===== config.mk =====
export PLATFORM = sky130hd
export DESIGN_NAME = mem_access_controller
export DESIGN_NICKNAME = d
export VERILOG_FILES = /design/src/rtl/mem_access_controller_pkg.sv /design/src/rtl/mem_access_controller_lane_merge.sv /design/src/rtl/mem_access_controller.sv
export SDC_FILE = /design/constraint.sdc
export NUM_CORES = 1
export LEC_CHECK = 0
export ABC_CLOCK_PERIOD_IN_PS = 13400
export CAP_MARGIN = 30
export CORE_MARGIN = 4
export CORE_UTILIZATION = 30
export CTS_CLUSTER_DIAMETER = 100
export DETAILED_ROUTE_END_ITERATION = 6
export GPL_TIMING_DRIVEN = 0
export HOLD_SLACK_MARGIN = 0.12
export PLACE_DENSITY = 0.56
export SLEW_MARGIN = 0
export SYNTH_ARGS = -nofsm -noshare
export SYNTH_HDL_FRONTEND = slang
export SYNTH_HIERARCHICAL = 1
export SYNTH_SLANG_ARGS = --single-unit

===== constraint.sdc =====
create_clock -name clk -period 13.4 [get_ports clk]
set_input_delay 1.34 -clock clk [delete_from_list [all_inputs] [get_ports clk]]
set_output_delay 1.34 -clock clk [all_outputs]
set_load 0.05 [all_outputs]

===== src/rtl/mem_access_controller_pkg.sv =====
// ----------------------------------------------------------------------------
// mem_access_controller_pkg: size/state encodings and alignment helper
// Revision: 1.0
// ----------------------------------------------------------------------------
`default_nettype none

package mem_access_controller_pkg;

  localparam logic [1:0] SZ_B = 2'd0;
  localparam logic [1:0] SZ_H = 2'd1;
  localparam logic [1:0] SZ_W = 2'd2;
  localparam logic [1:0] SZ_D = 2'd3;

  typedef enum logic [2:0] {
    ST_IDLE  = 3'd0,
    ST_READ  = 3'd1,
    ST_WAIT  = 3'd2,
    ST_WRITE = 3'd3,
    ST_RESP  = 3'd4
  } state_t;

  // An access is aligned when the low 'size' address bits are zero.
  function automatic logic is_misaligned(input logic [2:0] off, input logic [1:0] size);
    logic mis;
    case (size)
      SZ_B:    mis = 1'b0;
      SZ_H:    mis = off[0];
      SZ_W:    mis = |off[1:0];
      default: mis = |off;
    endcase
    return mis;
  endfunction

endpackage

`default_nettype wire


===== src/rtl/mem_access_controller_lane_merge.sv =====
// ----------------------------------------------------------------------------
// lane_merge: little-endian byte-lane store merge and zero-extended load extract
// Revision: 1.0
// ----------------------------------------------------------------------------
`default_nettype none

module lane_merge
  import mem_access_controller_pkg::*;
#(
  parameter int WORD = 64
) (
  input  logic [WORD-1:0] buffer_i,
  input  logic [WORD-1:0] wdata_i,
  input  logic [2:0]      offset_i,
  input  logic [1:0]      size_i,
  output logic [WORD-1:0] merged_o,
  output logic [WORD-1:0] load_o
);

  logic [WORD-1:0] lane_mask;
  logic [WORD-1:0] field_mask;
  logic [5:0]      shamt;

  assign shamt      = {offset_i, 3'b000};
  assign lane_mask  = (size_i == SZ_D) ? '1
                    : ((WORD'(1) << (8 << size_i)) - WORD'(1));
  assign field_mask = lane_mask << shamt;

  assign merged_o = (buffer_i & ~field_mask) | ((wdata_i & lane_mask) << shamt);
  assign load_o   = (buffer_i >> shamt) & lane_mask;

endmodule

`default_nettype wire


===== src/rtl/mem_access_controller.sv =====
// ----------------------------------------------------------------------------
// mem_access_controller: sequences sized loads/stores (with RMW) onto a
// single-port doubleword data memory. Revision: 1.0
// ----------------------------------------------------------------------------
`default_nettype none

module mem_access_controller
  import mem_access_controller_pkg::*;
#(
  parameter int WORD        = 64,
  parameter int RAM_LATENCY = 1
) (
  input  logic            clk,
  input  logic            reset,
  input  logic            req_valid,
  output logic            req_ready,
  input  logic            req_write,
  input  logic [1:0]      req_size,
  input  logic [WORD-1:0] req_addr,
  input  logic [WORD-1:0] req_wdata,
  output logic            resp_valid,
  output logic [WORD-1:0] resp_rdata,
  output logic            resp_error,
  output logic            stall,
  output logic [WORD-1:0] ram_addr,
  output logic            ram_read,
  output logic            ram_write,
  output logic [WORD-1:0] ram_wdata,
  input  logic [WORD-1:0] ram_rdata
);

  localparam int CNT_W = 2;

  state_t           state_q;
  logic [WORD-1:0]  addr_q;
  logic [WORD-1:0]  wdata_q;
  logic [1:0]       size_q;
  logic             write_q;
  logic [CNT_W-1:0] cnt_q;
  logic [WORD-1:0]  buf_q;
  logic [WORD-1:0]  buf_d;
  logic [WORD-1:0]  rdata_q;
  logic [WORD-1:0]  ram_wdata_q;
  logic             ram_read_q;
  logic             ram_write_q;
  logic             resp_valid_q;
  logic             resp_error_q;
  logic             capture;
  logic [WORD-1:0]  merged;
  logic [WORD-1:0]  extracted;

  // Lane logic sees the doubleword in the same cycle it is captured, so the
  // merge/extract result can be registered straight out of WAIT.
  assign capture = (state_q == ST_WAIT) && (cnt_q == '0);
  assign buf_d   = capture ? ram_rdata : buf_q;

  lane_merge #(.WORD(WORD)) u_lane_merge (
    .buffer_i (buf_d),
    .wdata_i  (wdata_q),
    .offset_i (addr_q[2:0]),
    .size_i   (size_q),
    .merged_o (merged),
    .load_o   (extracted)
  );

  always_ff @(posedge clk or posedge reset) begin
    if (reset) begin
      state_q      <= ST_IDLE;
      addr_q       <= '0;
      wdata_q      <= '0;
      size_q       <= SZ_B;
      write_q      <= 1'b0;
      cnt_q        <= '0;
      buf_q        <= '0;
      rdata_q      <= '0;
      ram_wdata_q  <= '0;
      ram_read_q   <= 1'b0;
      ram_write_q  <= 1'b0;
      resp_valid_q <= 1'b0;
      resp_error_q <= 1'b0;
    end else begin
      buf_q        <= buf_d;
      ram_read_q   <= 1'b0;
      ram_write_q  <= 1'b0;
      resp_valid_q <= 1'b0;
      case (state_q)
        ST_IDLE: begin
          if (req_valid) begin
            addr_q  <= req_addr;
            wdata_q <= req_wdata;
            size_q  <= req_size;
            write_q <= req_write;
            if (is_misaligned(req_addr[2:0], req_size)) begin
              state_q      <= ST_RESP;
              resp_valid_q <= 1'b1;
              resp_error_q <= 1'b1;
              rdata_q      <= '0;
            end else if (req_write && (req_size == SZ_D)) begin
              state_q     <= ST_WRITE;
              ram_write_q <= 1'b1;
              ram_wdata_q <= req_wdata;
            end else begin
              state_q    <= ST_READ;
              ram_read_q <= 1'b1;
            end
          end
        end
        ST_READ: begin
          cnt_q   <= CNT_W'(RAM_LATENCY - 1);
          state_q <= ST_WAIT;
        end
        ST_WAIT: begin
          if (cnt_q == '0) begin
            if (write_q) begin
              state_q     <= ST_WRITE;
              ram_write_q <= 1'b1;
              ram_wdata_q <= merged;
            end else begin
              state_q      <= ST_RESP;
              resp_valid_q <= 1'b1;
              rdata_q      <= extracted;
            end
          end else begin
            cnt_q <= cnt_q - 1'b1;
          end
        end
        ST_WRITE: begin
          state_q      <= ST_RESP;
          resp_valid_q <= 1'b1;
          rdata_q      <= '0;
        end
        ST_RESP: begin
          state_q      <= ST_IDLE;
          resp_error_q <= 1'b0;
        end
        default: state_q <= ST_IDLE;
      endcase
    end
  end

  assign req_ready  = (state_q == ST_IDLE);
  assign stall      = (req_valid && req_ready) || (state_q == ST_READ)
                    || (state_q == ST_WAIT) || (state_q == ST_WRITE);
  assign resp_valid = resp_valid_q;
  assign resp_error = resp_error_q;
  assign resp_rdata = rdata_q;
  assign ram_addr   = {addr_q[WORD-1:3], 3'b000};
  assign ram_read   = ram_read_q;
  assign ram_write  = ram_write_q;
  assign ram_wdata  = ram_wdata_q;

endmodule

`default_nettype wire


==> run_results.csv, run 1 <==
group,metric,value,unit
timing,tightest_slew,1180,ps
global_route,grt_pass1_vias,15100,
pwr,peakVddDrop,0.141,mV
logic_synthesis,yosysSeqAreaShare,0.470,
logic_synthesis,synth_top_family_by_area,"multiplexers",
floorplan,die_area,0.0628,mm^2
timing,slew_violations,0,
logic_synthesis,synth-simple-area-share,0.0841,
logic_synthesis,synth-seq-cells,332,
logic_synthesis,avgSynthCellArea,11.3,um^2
timing,whs,477,ps
global_route,antenna_found_initial,6,
final_layout,final_common_cell,"clkdlybuf4s50_1",
cts,ctsHoldBuffers,0,
detailed_routing,drcViolationCount,0,
cts,cts_root_buf,"clkbuf_16",
floorplan,fp.dieW,251,um
hold_path,hold_path.class,"flip-flop to flip-flop",
detailed_routing,routed_wl,73000,um
cts,insertion_delay,570,ps
floorplan,rows,88,
critical_path,reg2reg_depth,12,
logic_synthesis,syn_inst,1559,
cts,htree_levels,2,
cts,postCtsSetupBuffers,0,
critical_path,r2r_slack,9760,ps
logic_synthesis,synth_edf_count,0,
flow_run,max_cap_violations,0,
final_layout,final_cell_mix,"clkdlybuf4s50_1, dfrtp_1, mux2_2",
cts,clkTransAtPathRegs,60,ps
logic_synthesis,synth-xor-area-share,0,
critical_path,worstSetupPathType,"input pin to primary output",
global_route,grt_pass1_wl,105000,um
pwr,pwr_density_cell,316,mW/mm^2
floorplan,core_area,0.0580,mm^2
logic_synthesis,synthAdderAreaFrac,0.000708,
detailed_routing,drtIter0Drc,1122,
placement,portBuffers,392,
placement,gp_congestion,0.974,
cts,cts_buffers,40,
logic_synthesis,syn_area,0.0177,mm^2
critical_path,rr_endpoint,"resp_rdata[18]",
placement,hpwl,57600,um
detailed_routing,via_per_inst,5.25,
pwr,p_leak,10.8,nW
critical_path,r2r_start,"cnt_q[0]",
timing,setup_viol,0,
critical_path,required,12060,ps
timing,fin_skew,18.7,ps
floorplan,start_util,0.305,
logic_synthesis,ys_warn_count,6,
timing,grt_setup_unrepaired,"false",
timing,setup_tns,0,ps
cts,clock_path_buffers,3,
detailed_routing,vias,14700,
logic_synthesis,synth.area.mux_share,0.240,
timing,max_freq,0.230,GHz
placement,dp_cells,2720,
hold_path,hold_depth,1,
final_layout,final_util,0.412,
status,status,"finished, final reports clean",
timing,hold_violations,0,
detailed_routing,first_pass_iters,5,
floorplan,die_h,251,um
floorplan,num_io_pins,396,
critical_path,startpoint_type,"input pin",
global_route,gr-total-overflow,0,
logic_synthesis,synthDistinctLibCells,60,
detailed_routing,post_drt_wl_per_cell,26.1,um
timing,slew_headroom,0.216,
final_layout,area_delta_synth_final,35.3,%
critical_path,worstSetupEndpoint,"stall",
global_route,track_usage,0.224,
cts,cts_sinks,332,
global_route,grt_start_max_net_pins,124,
logic_synthesis,synth-compound-area-share,0.138,
logic_synthesis,synth_flop_cell,"dfrtp_1",
critical_path,crit_start,"req_valid",
detailed_routing,antenna_left,0,
final_layout,instances_no_fill,2794,
final_layout,fin_nets,2196,
critical_path,path_max_fanout,5,
final_layout,drive_above_1_share,0.226,
critical_path,crit_arrival,3010,ps
cts,cts_resized,0,
timing,post-route-period-util,0.325,
timing,period_minus_slack,4350,ps
logic_synthesis,async_flop_share,1.00,
cts,cts_tree,"yes",
critical_path,cp-end-kind,"primary output",
-- power breakdown --
group | total (mW) | internal (mW) | switching (mW) | leakage, nW
registers | 1.75 | 1.45 | 0.301 | 4.11
clock network | 1.06 | 0.628 | 0.437 | 0.626
logic | 4.74 | 1.80 | 2.94 | 6.06
total | 7.55 | 3.87 | 3.68 | 10.8
-- kinds of logic (layout without fill, tap and decap cells) --
logic type / after synthesis / count (layout)
mux: 375 / 375
compound gates: 352 / 352
flops: 332 / 332
simple gates: 298 / 298
buf+inv: 200 / 662
fa+ha+maj: 1 / 1
other cells: 1 / 9
-- cell usage after synthesis, types with 30 or more instances --
cell / count / area share
clkbuf_1: 43 / 0.0091
nand2_1: 110 / 0.023
a221o_1: 38 / 0.022
o21ai_0: 89 / 0.025
a21oi_1: 32 / 0.0091
mux2_2: 227 / 0.14
buf_4: 74 / 0.031
and3_1: 78 / 0.028
buf_2: 59 / 0.017
o22ai_1: 30 / 0.011
a21o_1: 64 / 0.027
nor2_1: 55 / 0.012
dfrtp_1: 332 / 0.47
mux2i_1: 132 / 0.075
-- critical path: stages --
cell and delay (ps):
clkdlybuf4s50_1 570, o21bai_1 180, inv_1 80, clkdlybuf4s50_1 840
-- area by class of cell --
cell class	count	area, um^2
Timing Repair Buffer	394	3980
Buffer	188	1140
Inverter	12	52.6
Clock buffer	54	1120
Antenna cell	6	15.0
Fill cell	5615	34100
Tap cell	765	957
Multi-Input combinational cell	1029	8180
Sequential cell	332	8310
Clock inverter	14	144
-- sequential cells by signal, summed over array words and instances, names as in the netlist --
signal,cells
ram_read,1
write_q,1
ram_wdata,64
resp_valid,1
buf_q,64
state_q,3
addr_q,64
ram_write,1
size_q,2
resp_error,1
resp_rdata,64
cnt_q,2
wdata_q,64
-- metrics by stage --
| stage | power [mW] | area (um^2) | setup slack (ps) |
|---|---|---|---|
| 5_1_grt | 7.87 | 23900 | 9000 |
| 3_3_place_gp | 6.39 | 22600 | -1340 |
| 3_5_place_dp | 6.43 | 22600 | 8890 |
| 2_1_floorplan | 4.75 | 17700 | 2860 |
| 6_report | 7.55 | 23900 | 9050 |
| 4_1_cts | 7.54 | 23900 | 9070 |
-- per-layer routing --
metal	GRT usage	vias to the layer above	routed length, um
met5	0	-	0
met2	0.367	606	34800
met4	0.0800	0	2290
li1	-	6518	-
met1	0.303	7454	31300
met3	0.0326	102	4570
-- worst min path at each step --
stage                              start        endpoint  slack [ps]
after CTS                 resp_rdata[44]  resp_rdata[44]         480
after detailed placement  resp_rdata[52]  resp_rdata[52]         470
after floorplan                 cnt_q[0]        cnt_q[0]         450
after global routing       resp_rdata[7]   resp_rdata[7]         500
final                     resp_rdata[44]  resp_rdata[44]         480
after global placement    resp_rdata[52]  resp_rdata[52]         460
No activity file was read; power rests on OpenSTA's default activity.
==> inputs of run 2 (changes only) <==
Settings changed: ABC_CLOCK_PERIOD_IN_PS 13400 to 4000, PLACE_DENSITY 0.56 to 0.58.
Clock period 13.4 ns to 4 ns, I/O delays scaled along.
==> run_results.csv, run 2 (same netlist as run 1, synthesis figures left out) <==
group,metric,value,unit
detailed_routing,post_drt_wl_per_cell,26.0,um
cts,insertion_delay,570,ps
critical_path,r2r_slack,350,ps
timing,tightest_slew,1030,ps
critical_path,crit_arrival,4090,ps
pwr,pwr_density_cell,1060,mW/mm^2
final_layout,instances_no_fill,2809,
cts,cts_tree,"yes",
floorplan,core_area,0.0580,mm^2
detailed_routing,antenna_left,0,
critical_path,cp_slowest_cell,"mux4_2",
critical_path,startpoint_type,"flip-flop",
global_route,track_usage,0.224,
global_route,grt_start_max_net_pins,44,
timing,slew_headroom,0.315,
critical_path,crit_top_cell,"buf_2",
cts,htree_levels,2,
global_route,gr-total-overflow,0,
status,status,"finished, final reports clean",
timing,fin_skew,19.3,ps
critical_path,r2r_start,"cnt_q[0]",
floorplan,rows,88,
placement,portBuffers,392,
final_layout,drive_above_1_share,0.231,
cts,clkTransAtPathRegs,60,ps
floorplan,die_h,251,um
cts,cts_sinks,332,
timing,post-route-period-util,0.912,
timing,period_minus_slack,3650,ps
hold_path,min-delay-start,"req_addr[8]",
pwr,p_switching,12.4,mW
critical_path,cpPeakStageDelay,500,ps
critical_path,worstPathCellList,"inv_1, ha_1, nor4bb_1, buf_2, buf_2, mux2_2, mux4_2, nand2_1, o21ai_0, and2_1, and3_1, a21o_1",
final_layout,final_common_cell,"clkdlybuf4s50_1",
hold_path,hold_path.class,"input pin to flip-flop",
timing,fin_ws,353,ps
detailed_routing,drtIter0Drc,1100,
critical_path,required,4450,ps
timing,whs,435,ps
global_route,antenna_found_initial,6,
pwr,power.share.switching,0.482,
critical_path,rr_endpoint,"resp_rdata[18]",
critical_path,cp-end-kind,"flip-flop",
timing,slew_violations,0,
placement,gp_congestion,0.947,
critical_path,path_max_fanout,10,
placement,preCtsSetupSlack,400,ps
pwr,p_seq_frac,0.230,
final_layout,fin_nets,2204,
pwr,internal_power,13.3,mW
floorplan,num_io_pins,396,
detailed_routing,drcViolationCount,0,
global_route,grt_pass1_vias,15300,
final_layout,fillers,5515,
pwr,clkPwrFrac,0.152,
cts,clock_path_buffers,3,
pwr,peakVddDrop,0.437,mV
pwr,comb_power_share,0.619,
floorplan,start_util,0.305,
detailed_routing,first_pass_iters,5,
floorplan,fp.dieW,251,um
timing,hold_violations,0,
floorplan,die_area,0.0628,mm^2
placement,dp_cells,2727,
hold_path,hold_depth,2,
final_layout,area_delta_synth_final,36.8,%
global_route,grt_pass1_wl,105000,um
critical_path,worstSetupPathType,"flip-flop to flip-flop",
timing,max_freq,0.274,GHz
flow_run,max_cap_violations,0,
critical_path,reg2reg_depth,12,
detailed_routing,via_per_inst,5.27,
timing,setup_viol,0,
cts,cts_root_buf,"clkbuf_16",
detailed_routing,routed_wl,73100,um
detailed_routing,vias,14800,
placement,hpwl,58400,um
cts,cts_buffers,40,
timing,grt_setup_unrepaired,"false",
final_layout,final_cell_mix,"clkdlybuf4s50_1, dfrtp_1, mux2_2",
pwr,p_leak,10.9,nW
hold_path,hold-path-endpoint,"addr_q[8]",
==> run 2: cell count changes in the layout (fill, tap and decap cells not counted) <==
cell / change
clkbuf_8: +5
buf_16: -2
dlygate4sd3_1: +1
bufinv_16: +3
diode_2: +1
inv_8: -2
buf_12: +9
inv_6: +1
clkinv_4: -2
clkinvlp_4: +1
==> run 2: worst max-delay path, delay by kind of cell (launching register included) <==
kind | cells | cell delay [ps]
multiplexers | 2 | 980
flip-flops | 1 | 380
adder cells (fa/ha/maj) | 1 | 250
buffers and inverters | 3 | 770
AND/OR/NAND/NOR | 4 | 840
AO/OA/AOI/OAI | 2 | 280
==> run 2: routing by layer <==
layer  share of wire  routed length (um)  track usage
met4           0.037                2680       0.0837
met2            0.48               34800        0.370
met3           0.064                4660       0.0385
met1            0.42               31000        0.296
met5               0                   0            0
==> run 2: what timing repair did <==
action,in CTS,in global routing
gates resized for setup,0,0
endpoints found under the hold margin,6,0
setup buffers,0,0
hold buffers,1,0
==> run 2: through the flow <==
stage	cell area, um^2	util	TNS (ps)	total power, mW
global route	24200	0.417	0	26.7
detailed placement	22700	0.392	0	21.6
global placement	22600	0.389	-1047440	21.4
CTS	24200	0.416	0	25.6
finish	24200	0.417	0	25.6
floorplan	17700	-	-277100	15.9
==> run 2: final cells by class <==
cell class,count,area (um^2),area share
flip-flops and latches,332,8310,0.344
plain buffers,188,1140,0.0471
clock inverters,15,214,0.00885
multi-input cells,1029,8180,0.339
well taps,765,957,0.0396
clock buffers,59,1190,0.0494
inverters,12,48.8,0.00202
repair buffers,402,4110,0.170
diodes,7,17.5,0.000725
==> run 2: worst max-delay path by stage <==
stage	start	endpoint	cells after the start
2_1_floorplan	reset	addr_q[0]	1
3_3_place_gp	reset	ram_wdata[49]	2
3_5_place_dp	cnt_q[0]	resp_rdata[18]	12
4_1_cts	cnt_q[0]	resp_rdata[18]	12
5_1_grt	cnt_q[0]	resp_rdata[18]	12
6_report	cnt_q[0]	resp_rdata[18]	12
==> run 2: power by group through the flow <==
| stage | combinational [mW] | sequential, mW | clock (mW) |
|---|---|---|---|
| 5_1_grt | 16.5 | 6.03 | 4.12 |
| 6_report | 15.9 | 5.88 | 3.89 |
| 4_1_cts | 15.7 | 5.88 | 3.99 |
| 2_1_floorplan | 8.86 | 7.04 | 0 |
| 3_5_place_dp | 15.6 | 5.93 | 0 |
| 3_3_place_gp | 15.6 | 5.89 | 0 |
